$ cat src/rtl/timer_bus_arbiter.sv
// ---------------------------------------------------------------------------
// timer_bus_arbiter
//
// Shares the timer's single register port between two bus requesters
// (port 0: CPU core, port 1: debug/DMA master). One access is served at a
// time through a three-state sequence IDLE -> ACCESS -> RESP, so at most
// one access completes every three cycles. The timer's IRQ is not touched.
//
// Parameters:
//   DW        : data width of requester and timer data buses
//   FIXED_PRI : 0 = round-robin between ports, 1 = port 0 wins every tie
//
// Ports:
//   CLK_I            system clock, all state on the rising edge
//   RST_I            asynchronous reset, active low
//   REQx_I           port x request, held until ACKx_O is seen
//   WEx_I            port x write (1) / read (0)
//   ADDRx_I          port x timer word address (00 ctrl, 01 preset,
//                    10 count, 11 count alias)
//   DATx_I           port x write data
//   ACKx_O           port x one-cycle completion pulse
//   DATx_O           port x read data (last value captured for that port)
//   T_ADDR_O         address to timer
//   T_WE_O           write enable to timer (high only during ACCESS)
//   T_DAT_O          write data to timer
//   T_DAT_I          combinational read data from timer
// ---------------------------------------------------------------------------
module timer_bus_arbiter #(
    parameter int DW        = 32,
    parameter bit FIXED_PRI = 1'b0
) (
    input  logic          CLK_I,
    input  logic          RST_I,
    input  logic          REQ0_I,
    input  logic          WE0_I,
    input  logic [1:0]    ADDR0_I,
    input  logic [DW-1:0] DAT0_I,
    output logic          ACK0_O,
    output logic [DW-1:0] DAT0_O,
    input  logic          REQ1_I,
    input  logic          WE1_I,
    input  logic [1:0]    ADDR1_I,
    input  logic [DW-1:0] DAT1_I,
    output logic          ACK1_O,
    output logic [DW-1:0] DAT1_O,
    output logic [1:0]    T_ADDR_O,
    output logic          T_WE_O,
    output logic [DW-1:0] T_DAT_O,
    input  logic [DW-1:0] T_DAT_I
);

    typedef enum logic [1:0] {
        IDLE   = 2'd0,
        ACCESS = 2'd1,
        RESP   = 2'd2
    } state_e;

    state_e        state_q, state_d;
    logic          winner_q, winner_d;
    logic          lastGnt_q, lastGnt_d;
    logic          we_q, we_d;
    logic [1:0]    addr_q, addr_d;
    logic [DW-1:0] dat_q, dat_d;
    logic [DW-1:0] rdat0_q, rdat0_d;
    logic [DW-1:0] rdat1_q, rdat1_d;
    logic          pick1;

    // lastGnt resets to 1 so that port 0 wins the first tie in round-robin
    // mode. An access interrupted by reset is simply forgotten.
    always_ff @(posedge CLK_I or negedge RST_I) begin
        if (!RST_I) begin
            state_q   <= IDLE;
            winner_q  <= 1'b0;
            lastGnt_q <= 1'b1;
            we_q      <= 1'b0;
            addr_q    <= '0;
            dat_q     <= '0;
            rdat0_q   <= '0;
            rdat1_q   <= '0;
        end else begin
            state_q   <= state_d;
            winner_q  <= winner_d;
            lastGnt_q <= lastGnt_d;
            we_q      <= we_d;
            addr_q    <= addr_d;
            dat_q     <= dat_d;
            rdat0_q   <= rdat0_d;
            rdat1_q   <= rdat1_d;
        end
    end

    // Next-state logic. Port 1 wins when it is the only requester, or on a
    // tie in round-robin mode when port 0 was granted last. The winner's
    // command is latched in IDLE so later changes on its inputs are ignored.
    always_comb begin
        state_d   = state_q;
        winner_d  = winner_q;
        lastGnt_d = lastGnt_q;
        we_d      = we_q;
        addr_d    = addr_q;
        dat_d     = dat_q;
        rdat0_d   = rdat0_q;
        rdat1_d   = rdat1_q;
        pick1     = REQ1_I && (!REQ0_I || ((FIXED_PRI == 1'b0) && (lastGnt_q == 1'b0)));

        case (state_q)
            IDLE: begin
                if (REQ0_I || REQ1_I) begin
                    winner_d  = pick1;
                    lastGnt_d = pick1;
                    we_d      = pick1 ? WE1_I   : WE0_I;
                    addr_d    = pick1 ? ADDR1_I : ADDR0_I;
                    dat_d     = pick1 ? DAT1_I  : DAT0_I;
                    state_d   = ACCESS;
                end
            end
            ACCESS: begin
                // Reads capture the timer's combinational data on the
                // closing edge; writes leave the read register untouched.
                if (!we_q) begin
                    if (winner_q) begin
                        rdat1_d = T_DAT_I;
                    end else begin
                        rdat0_d = T_DAT_I;
                    end
                end
                state_d = RESP;
            end
            RESP: begin
                state_d = IDLE;
            end
            default: begin
                state_d = IDLE;
            end
        endcase
    end

    // Outputs decode straight from registered state, so reset removes the
    // write enable and acks without waiting for a clock edge.
    assign T_WE_O   = (state_q == ACCESS) && we_q;
    assign T_ADDR_O = addr_q;
    assign T_DAT_O  = dat_q;
    assign ACK0_O   = (state_q == RESP) && !winner_q;
    assign ACK1_O   = (state_q == RESP) && winner_q;
    assign DAT0_O   = rdat0_q;
    assign DAT1_O   = rdat1_q;

endmodule
$ cat config.mk
export PLATFORM = sky130hd
export DESIGN_NAME = timer_bus_arbiter
export DESIGN_NICKNAME = d
export VERILOG_FILES = /design/src/rtl/timer_bus_arbiter.sv
export SDC_FILE = /design/constraint.sdc
export NUM_CORES = 1
export LEC_CHECK = 0
export CORE_MARGIN = 4
export CORE_UTILIZATION = 45
export CTS_CLUSTER_DIAMETER = 30
export DETAILED_ROUTE_END_ITERATION = 10
export PLACE_DENSITY = 0.86
export SLEW_MARGIN = 0
export SYNTH_ARGS = -nofsm -noshare
export SYNTH_HDL_FRONTEND = slang
export SYNTH_SLANG_ARGS = --single-unit
export TNS_END_PERCENT = 10
$ cat constraint.sdc
create_clock -name CLK_I -period 2.9 [get_ports CLK_I]
set_input_delay 0.58 -clock CLK_I [delete_from_list [all_inputs] [get_ports CLK_I]]
set_output_delay 0.58 -clock CLK_I [all_outputs]
set_load 0.01 [all_outputs]
==> summary.txt, run 1 <==
Run status
  • Status: completed

Worst setup path
  • Critical path arrival: 1.73 ns
  • Crit. End Element: output pin
  • Critical path class: reg -> out
  • Cells along the critical path: and2b_1 -> and2_1 -> clkdlybuf4s50_1
  • CP Launch Type: flip-flop
  • Worst EP required: 2.32 ns
  • Slowest cell on the critical path: clkdlybuf4s50_1
  • Crit Path Max Fanout: 5
  • Max incr delay on CP: 0.55 ns

Cells and area
  • Commonest cells after routing, fill and taps aside: clkdlybuf4s50_1, dfrtp_1, mux2_2, mux2_4, clkbuf_8
  • Commonest non-fill, non-tap cell in the layout: clkdlybuf4s50_1
  • Multi-input logic area: 1840 um^2
  • Area added between synthesis and finish: 51.5%
  • Layout cells sized above 1: 31.6%
  • Utilization after layout: 70.4%
  • Final-layout fill cell count: 679
  • ANT cells: 0
  • Final non-filler cell total: 611
  • Final Instance Area: 6950 um^2
  • Final nets: 579
  • Register area: 2580 um^2

Drt
  • Metal-1 WL: 4040 um
  • Routed met2 length: 5510 um
  • Drt first pass iters: 4
  • Top layer used by detailed routing: met4
  • Average wire per standard cell: 17.6 um
  • Vias: 2,984
  • Vias per cell: 4.88
  • Wire length on met3: 1080 um
  • Total routed wirelength: 10,800 um
  • DR iter-0 viols: 89
  • Antenna Nets Post-Route: 0
  • DRC: 0

Placed design
  • RePlAce Congestion: 0.720
  • DPL Wire Length: 8210 um
  • Dpl ws: 0.515 ns
  • PortBufs: 206
  • Post-DP Area: 6710 um^2
  • DP Cell Count: 595

Synthesis
  • Seq/Total Area, Yosys: 56.3%
  • Syn_nets: 370
  • Avg Inst Size Synth: 17.4 um^2
  • Syn Inst Count: 264
  • Synth area leader: dfrtp_1
  • Yosys warnings: 0
  • FF+latch count, synth: 103
  • Top-area cell type share of the netlist area: 55.7%
  • Netlist Area Pre-Place: 4580 um^2
  • Ranking of synthesized cells by area: dfrtp_1, mux2_4, mux2_2, mux2_1, buf_6
  • Synth unique cells: 20

Timing
  • Tmin final: 2.31 ns
  • Fin Setup TNS: 0 ns
  • WHS: 0.256 ns
  • Fin. max-slew vios: 0
  • Maximum clock rate: 433 MHz
  • Worst slew pin tran: 0.663 ns
  • RSZ-0062 raised after global routing: no
  • Setup Skew: 0.00531 ns
  • Final setup vio count: 0
  • Fin. Hold Viols: 0
  • Final period utilization: 79.6%
  • Rel. slew slack: 55.8%
  • PnR worst setup slack: 0.592 ns

Global routing
  • Initial antenna violation count: 0
  • Largest net degree at the start of global routing: 55
  • Vias in the first global route: 3,246
  • Total GRT Usage: 18.0%
  • Total gr overflow: 0
  • First-pass GRT wire length: 16,300 um

Clock tree
  • CTS buffer count: 9
  • CTS root buf: clkbuf_8
  • Hold_buf cts: 0
  • Clock Latency Late Sink: 0.35 ns
  • PostCTS Resize Cnt: 0
  • TritonCTS clock tree: done
  • Clk slew on worst S/H paths: 0.09 ns
  • Clk sinks: 103
  • H-tree levels: 3
  • Post-CTS setup buffer count: 0
  • Max Root-Sink Buffers: 2

Power and ir drop
  • Leakage power: 2.99 nW
  • Flop pwr share: 35.7%
  • Total Power: 7.28 mW
  • Sw Ratio: 30.1%
  • Combinational power share: 50.3%
  • Clock Power Share: 13.9%
  • Internal power: 5.09 mW
  • Sw power: 2.19 mW
  • Maximum vdd drop: 0.646 mV
  • Cell area power density: 1050 nW/um^2

Floorplan
  • Die X: 109 um
  • Core ar.: 9860 um^2
  • FP Rows: 36
  • Die Y: 109 um
  • Die area: 11,900 um^2
  • # IOs: 207
  • Initial cell density of the core: 46.5%

Flow run
  • Max_cap viols: 0

Worst hold path
  • Hold crit path type: in -> async
==> synth_stat cells (all sizes together) <==
master and instances:
a31oi 1, and2 1, dfrtp 102, buf 14
o32ai 1, o21a 1, and2b 1, a21bo 1
mux2 134, a21oi 1, dfstp 1, inv 1
nor3b 4, nor2 1
==> path summary, 6_finish.rpt <==
path,startpoint,end,slack (ns),cells after the start
worst max-delay path,state_q[1],T_WE_O,0.59,3
worst min-delay path,RST_I,DAT1_O[22],0.26,1
worst max register to register,lastGnt_q,T_DAT_O[14],1.10,4
worst min register to register,DAT1_O[3],DAT1_O[3],0.50,1
max in group asynchronous,RST_I,DAT1_O[3],1.94,2
min in group CLK_I,DAT1_O[3],DAT1_O[3],0.50,1
==> flip-flops by register name, indices dropped and copies added (netlist names) <==
| name | flops |
|---|---|
| T_DAT_O | 32 |
| DAT0_O | 32 |
| lastGnt_q | 1 |
| we_q | 1 |
| winner_q | 1 |
| state_q | 2 |
| T_ADDR_O | 2 |
| DAT1_O | 32 |
==> power by group through the flow <==
stage | Sequential [mW] | Combinational, mW | Clock [mW]
after floorplan | 2.91 | 1.53 | 0
after global placement | 2.58 | 3.63 | 0
after detailed placement | 2.63 | 3.72 | 0
after CTS | 2.61 | 3.72 | 1.04
after global routing | 2.70 | 3.88 | 1.12
final | 2.60 | 3.66 | 1.01
==> cell families after synthesis <==
kind of cell	count (synthesis)	synth area share (%)
DFF	103	56.3
AOI/OAI and AO/OA	5	0.819
and+or+nand+nor	7	1.53
muxes	134	37.7
buffers and inverters	15	3.71
==> area by class of cell <==
class                   instances  area share (%)
flip-flops and latches        103            37.1
clock buffers                  12            2.23
clock inverters                 4            1.10
inverters                       1          0.0540
multi-input cells             146            26.4
repair buffers                212            30.7
well taps                     133            2.40
==> worst max-delay path: cells and delay by family, from the launching register on <==
family        cells  cell delay (ns)
buf+inv           1             0.55
simple gates      2             0.40
flops             1             0.42
==> layer usage <==
layer	vias to the layer above	track usage, %
met3	10	6.63
met4	0	4.78
li1	1360	-
met2	136	31.6
met5	-	0
met1	1478	20.5
(Power assumes the default switching activity.)
==> run 2: changes to the inputs <==
Settings changed: CORE_UTILIZATION 45 to 38, PLACE_DENSITY 0.86 to 0.77.
Clock period 2.9 ns to 2 ns, I/O delays scaled along.
==> summary.txt, run 2 (synthesized netlist as in run 1, its figures left out) <==
Drt
  • DR iter-0 viols: 143 (+61%)
  • Vias per cell: 4.74 (-3.0%)
  • Average wire per standard cell: 17.0 um (-3.2%)
  • DRC: 0 (unchanged)
  • Total routed wirelength: 10,700 um (-0.62%)
  • Vias: 2,970 (-0.47%)
  • Drt first pass iters: 2 (-2)
  • Antenna Nets Post-Route: 0 (unchanged)

Floorplan
  • # IOs: 207 (unchanged)
  • Core ar.: 11,600 um^2 (+18%)
  • Die X: 118 um (+8.2%)
  • Die Y: 118 um (+8.2%)
  • Initial cell density of the core: 39.5% (-7.0 points)
  • Die area: 13,900 um^2 (+17%)
  • FP Rows: 39 (+8.3%)

Global routing
  • Initial antenna violation count: 0 (unchanged)
  • Total gr overflow: 0 (unchanged)
  • Largest net degree at the start of global routing: 62 (+13%)
  • Vias in the first global route: 3,391 (+4.5%)
  • Total GRT Usage: 15.8% (-2.1 points)
  • First-pass GRT wire length: 17,700 um (+8.6%)

Flow run
  • Max_cap viols: 0 (unchanged)

Timing
  • Setup Skew: 0.00933 ns (+0.00402 ns)
  • Fin. max-slew vios: 0 (unchanged)
  • Final period utilization: 90.4%
  • Tmin final: 1.81 ns
  • Worst slew pin tran: 0.381 ns (-0.282 ns)
  • RSZ-0062 raised after global routing: no
  • Final setup vio count: 0 (unchanged)
  • Fin. Hold Viols: 0 (unchanged)
  • Maximum clock rate: 553 MHz
  • Rel. slew slack: 74.6% (+19 points)
  • Fin Setup TNS: 0 ns (unchanged)

Cells and area
  • Area added between synthesis and finish: 57.0%
  • Utilization after layout: 62.0% (-8.4 points)
  • Commonest non-fill, non-tap cell in the layout: clkdlybuf4s50_1
  • Layout cells sized above 1: 32.4% (+0.85 points)
  • Final nets: 587 (+1.4%)
  • Commonest cells after routing, fill and taps aside: clkdlybuf4s50_1, dfrtp_1, mux2_2, mux2_4, mux2_1
  • Final Instance Area: 7200 um^2 (+3.6%)
  • Final-layout fill cell count: 889 (+31%)
  • ANT cells: 0 (unchanged)

Worst setup path
  • Slowest cell on the critical path: dfrtp_1
  • Critical path arrival: 1.41 ns (-0.32 ns)
  • Worst Path Buf+Inv: 1 (unchanged)
  • Cells along the critical path: and2b_1 -> and2_1 -> dlygate4sd2_1
  • Crit Path Max Fanout: 5 (unchanged)
  • Worst EP required: 1.60 ns (-0.72 ns)
  • Crit. End Element: output pin
  • Worst path top cell family by delay: flip-flops
  • Critical path class: reg -> out
  • Max incr delay on CP: 0.41 ns (-0.14 ns)
  • CP Launch Type: flip-flop

Power and ir drop
  • Cell area power density: 1550 nW/um^2 (+48%)
  • Maximum vdd drop: 0.642 mV (-0.66%)
  • Leakage power: 3.12 nW (+4.4%)

Run status
  • Status: completed

Clock tree
  • Clk sinks: 103 (unchanged)
  • CTS root buf: clkbuf_16
  • TritonCTS clock tree: done
  • H-tree levels: 3 (unchanged)
  • Max Root-Sink Buffers: 2 (unchanged)
  • Post-CTS setup buffer count: 0 (unchanged)
  • Clock Latency Late Sink: 0.33 ns (-0.02 ns)
  • CTS buffer count: 9 (unchanged)
  • Clk slew on worst S/H paths: 0.06 ns (-0.03 ns)

Worst hold path
  • Hold crit path type: reg -> reg

Placed design
  • RePlAce Congestion: 0.700 (-2.7%)
  • PortBufs: 206 (unchanged)
  • DPL Wire Length: 8270 um (+0.79%)
  • Post-DP Area: 6850 um^2 (+2.1%)
run 2: through the flow:
stage          worst slack, ns  total power, mW  std cells  hold WS, ns
3_3_place_gp          -0.00791             9.18        612        0.342
6_report                 0.191             11.1        627        0.484
2_1_floorplan            0.416             6.44        264        0.104
4_1_cts               0.000693             11.3        627        0.490
3_5_place_dp           -0.0400             9.33        612        0.354
5_1_grt                 0.0995             11.8        627        0.498
run 2: worst paths after layout:
path | endpoint | slack [ns] | cells past startpoint | start
setup / recovery | T_WE_O | 0.19 | 3 | state_q[1]
hold / removal | DAT1_O[3] | 0.48 | 1 | DAT1_O[3]
setup reg to reg | T_DAT_O[9] | 0.32 | 4 | lastGnt_q
hold reg to reg | DAT1_O[3] | 0.48 | 1 | DAT1_O[3]
max in group asynchronous | DAT0_O[10] | 0.80 | 3 | RST_I
min in group asynchronous | DAT0_O[5] | 0.52 | 2 | RST_I
run 2: per-layer routing:
layer	up-vias	part of all wire (%)	GRT usage [%]
met5	-	0	0
met4	0	1.1	5.05
met3	10	8.9	6.10
met2	126	51	27.5
met1	1459	39	17.9
li1	1375	-	-
run 2: final cells by class:
| type | instances | area [um^2] | share of cell area, % |
|---|---|---|---|
| flip-flops and latches | 103 | 2580 | 35.8 |
| repair buffers | 220 | 2270 | 31.5 |
| multi-input cells | 146 | 1840 | 25.5 |
| clock buffers | 9 | 225 | 3.13 |
| well taps | 143 | 179 | 2.49 |
| clock inverters | 5 | 106 | 1.48 |
| inverters | 1 | 3.75 | 0.0522 |
run 2: where the power goes:
part	leakage (nW)	internal [mW]	switching, mW
Clock	0.158	1.21	0.730
Sequential	1.22	3.17	0.603
Combinational	1.74	3.56	1.86
Total	3.12	7.94	3.20
run 2: repair_timing:
item / in CTS / in global routing
resized for setup: 2 / 1
hold endpoints to repair: 21 / 0
hold buffers: 1 / 0
setup endpoints to repair: 2 / 1
cloned: 0 / 0
==> RTL edit: new RTL, flow settings as in run 2 <==
Make the reset (`RST_I`) synchronous in one clocked block. Comments in the files are not updated.
--- a/src/rtl/timer_bus_arbiter.sv
+++ b/src/rtl/timer_bus_arbiter.sv
@@ -69,3 +69,3 @@
     // mode. An access interrupted by reset is simply forgotten.
-    always_ff @(posedge CLK_I or negedge RST_I) begin
+    always_ff @(posedge CLK_I) begin
         if (!RST_I) begin
Formal check against the unedited RTL: differs if RST_I is asserted again (counterexample within 4 cycles, from zero or initial values and one cycle with RST_I low); with RST_I held inactive, the same outputs for 4 cycles.
==> RTL edit against run 2 <==
Setup slack worse by 0.081 ns; cell area down 9.2%; sequential cell count unchanged; routed wire length up 16%; area after synthesis down 8.0%; maximum frequency down 4.3%; core utilization down 1.7 points; critical endpoint is now ACK1_O.
Power is not compared: it rests on default switching activity, and its combinational part moved more than twofold at a synthesized area within 25%.
==> RTL edit: results (changes against run 2) <==
INFO  metric result_of_the_run = completed
INFO  metric synth_sequential_area_ratio = 48.9% (-7.4 points)
INFO  metric register_area = 2060 um^2 (-20%)
INFO  metric yosys.cell_types.count = 25 (+25%)
INFO  metric cts_resized = 1 (-1)
INFO  metric synthMuxAreaShare = 0% (-38 points)
INFO  metric grt_pass1_wl = 20000 um (+13%)
INFO  metric place_inst = 812 (+33%)
INFO  metric final.signal_buffer_count = 218 (-0.91%)
INFO  metric synthesized_area_divided_by_synthesized_cell_count = 8.35 um^2 (-52%)
INFO  metric detailroute.wirelength.met3 = 1200 um (+27%)
INFO  metric synth.largest_area_cell = sky130_fd_sc_hd__dfxtp_1
INFO  metric ys_top_cells_by_area = sky130_fd_sc_hd__dfxtp_1, sky130_fd_sc_hd__nand2_1, sky130_fd_sc_hd__nand3_1
INFO  metric buffer_area_share = 33.9% (+2.4 points)
INFO  metric critPathSlowestCell = sky130_fd_sc_hd__clkdlybuf4s50_1
INFO  metric fillers = 948 (+6.6%)
INFO  metric cts.reportedPaths.clkPinSlew = 0.10 ns (+0.04 ns)
INFO  metric final_layout_size_suffix_gt1_share = 9.88% (-23 points)
INFO  metric drt_wl_total = 12500 um (+16%)
INFO  metric gr-usage-met1 = 23.3% (+5.4 points)
INFO  metric n_clock_buffer = 10 (+1)
INFO  metric grt_start_max_net_pins = 71 (+15%)
INFO  metric synth_compound_area_share = 23.0% (+22 points)
INFO  metric clock_tree.root_cell = sky130_fd_sc_hd__clkbuf_8
INFO  metric vias_in_the_first_global_route = 4172 (+23%)
INFO  metric gr-usage-met3 = 6.31% (+0.21 points)
INFO  metric cp.arrival = 1.49 ns (+0.08 ns)
INFO  metric max_slew_margin = 57.6% (-17 points)
INFO  metric synthesis.nets = 611 (+65%)
INFO  metric layout.nets = 789 (+34%)
INFO  metric wl_per_cell = 15.0 um (-12%)
INFO  metric clkLatencyLatePin = 0.36 ns (+0.03 ns)
INFO  metric hpwl = 9220 um (+11%)
INFO  metric slowest_delay = 0.56 ns (+0.15 ns)
INFO  metric wl_met1 = 5160 um (+23%)
INFO  metric critical-path-top-delay-family = buffers and inverters
INFO  metric dr_wl_met2 = 5920 um (+9.1%)
INFO  metric dr.first_iter.drc_count = 295 (+110%)
INFO  metric port_buffers = 206 (unchanged)
INFO  metric grt_util_all_layers = 18.9% (+3.1 points)
INFO  metric met2_usage = 31.2% (+3.8 points)
INFO  metric asyncSetResetFlopFracSynth = 0% (-100 points)
INFO  metric p_leak = ~2.4 nW
INFO  metric clkCellAreaFrac = 2.87% (-1.7 points)
INFO  metric synth.top_cells.by_count = sky130_fd_sc_hd__nand2_1, sky130_fd_sc_hd__dfxtp_1, sky130_fd_sc_hd__nand3_1, sky130_fd_sc_hd__a21oi_1, sky130_fd_sc_hd__a311oi_1
INFO  metric firstDrtPassIters = 5 (+3)
INFO  metric routabilityCongestion = 0.836 (+19%)
INFO  metric class_of_the_worst_hold_path = in2reg
INFO  metric post_cts_buffers = 0 (unchanged)
INFO  metric multi_input_area = 1890 um^2 (+2.8%)
INFO  metric routed-via-count = 4268 (+44%)
RTL edit: cell types whose count changed after synthesis, sizes merged, moves of 18 or more:
cell	run 2	this run
dfxtp	0	103
nand3	0	64
buf	14	32
nand2	0	134
a21oi	1	36
clkbuf	0	19
mux2	134	0
a311oi	0	35
o21ai	0	65
dfrtp	102	0
RTL edit: metrics by stage:
stage / worst slack, ns / power, mW / instance area [um^2]
after floorplan: 0.632 / 2.80 / 4220
after global placement: 0.145 / 3.37 / 6340
after detailed placement: 0.0320 / 3.39 / 6340
after CTS: 0.000168 / 4.62 / 6530
after global routing: 0.00189 / 4.81 / 6530
final: 0.110 / 4.58 / 6530
RTL edit: worst paths after layout:
check        slack (ns)  cells past startpoint       start           to
max reg2reg        0.54                      4    winner_q   DAT0_O[23]
min reg2reg        0.46                      2  DAT1_O[16]   DAT1_O[16]
max                0.11                      2    winner_q       ACK1_O
min                0.36                      3       RST_I  T_DAT_O[16]
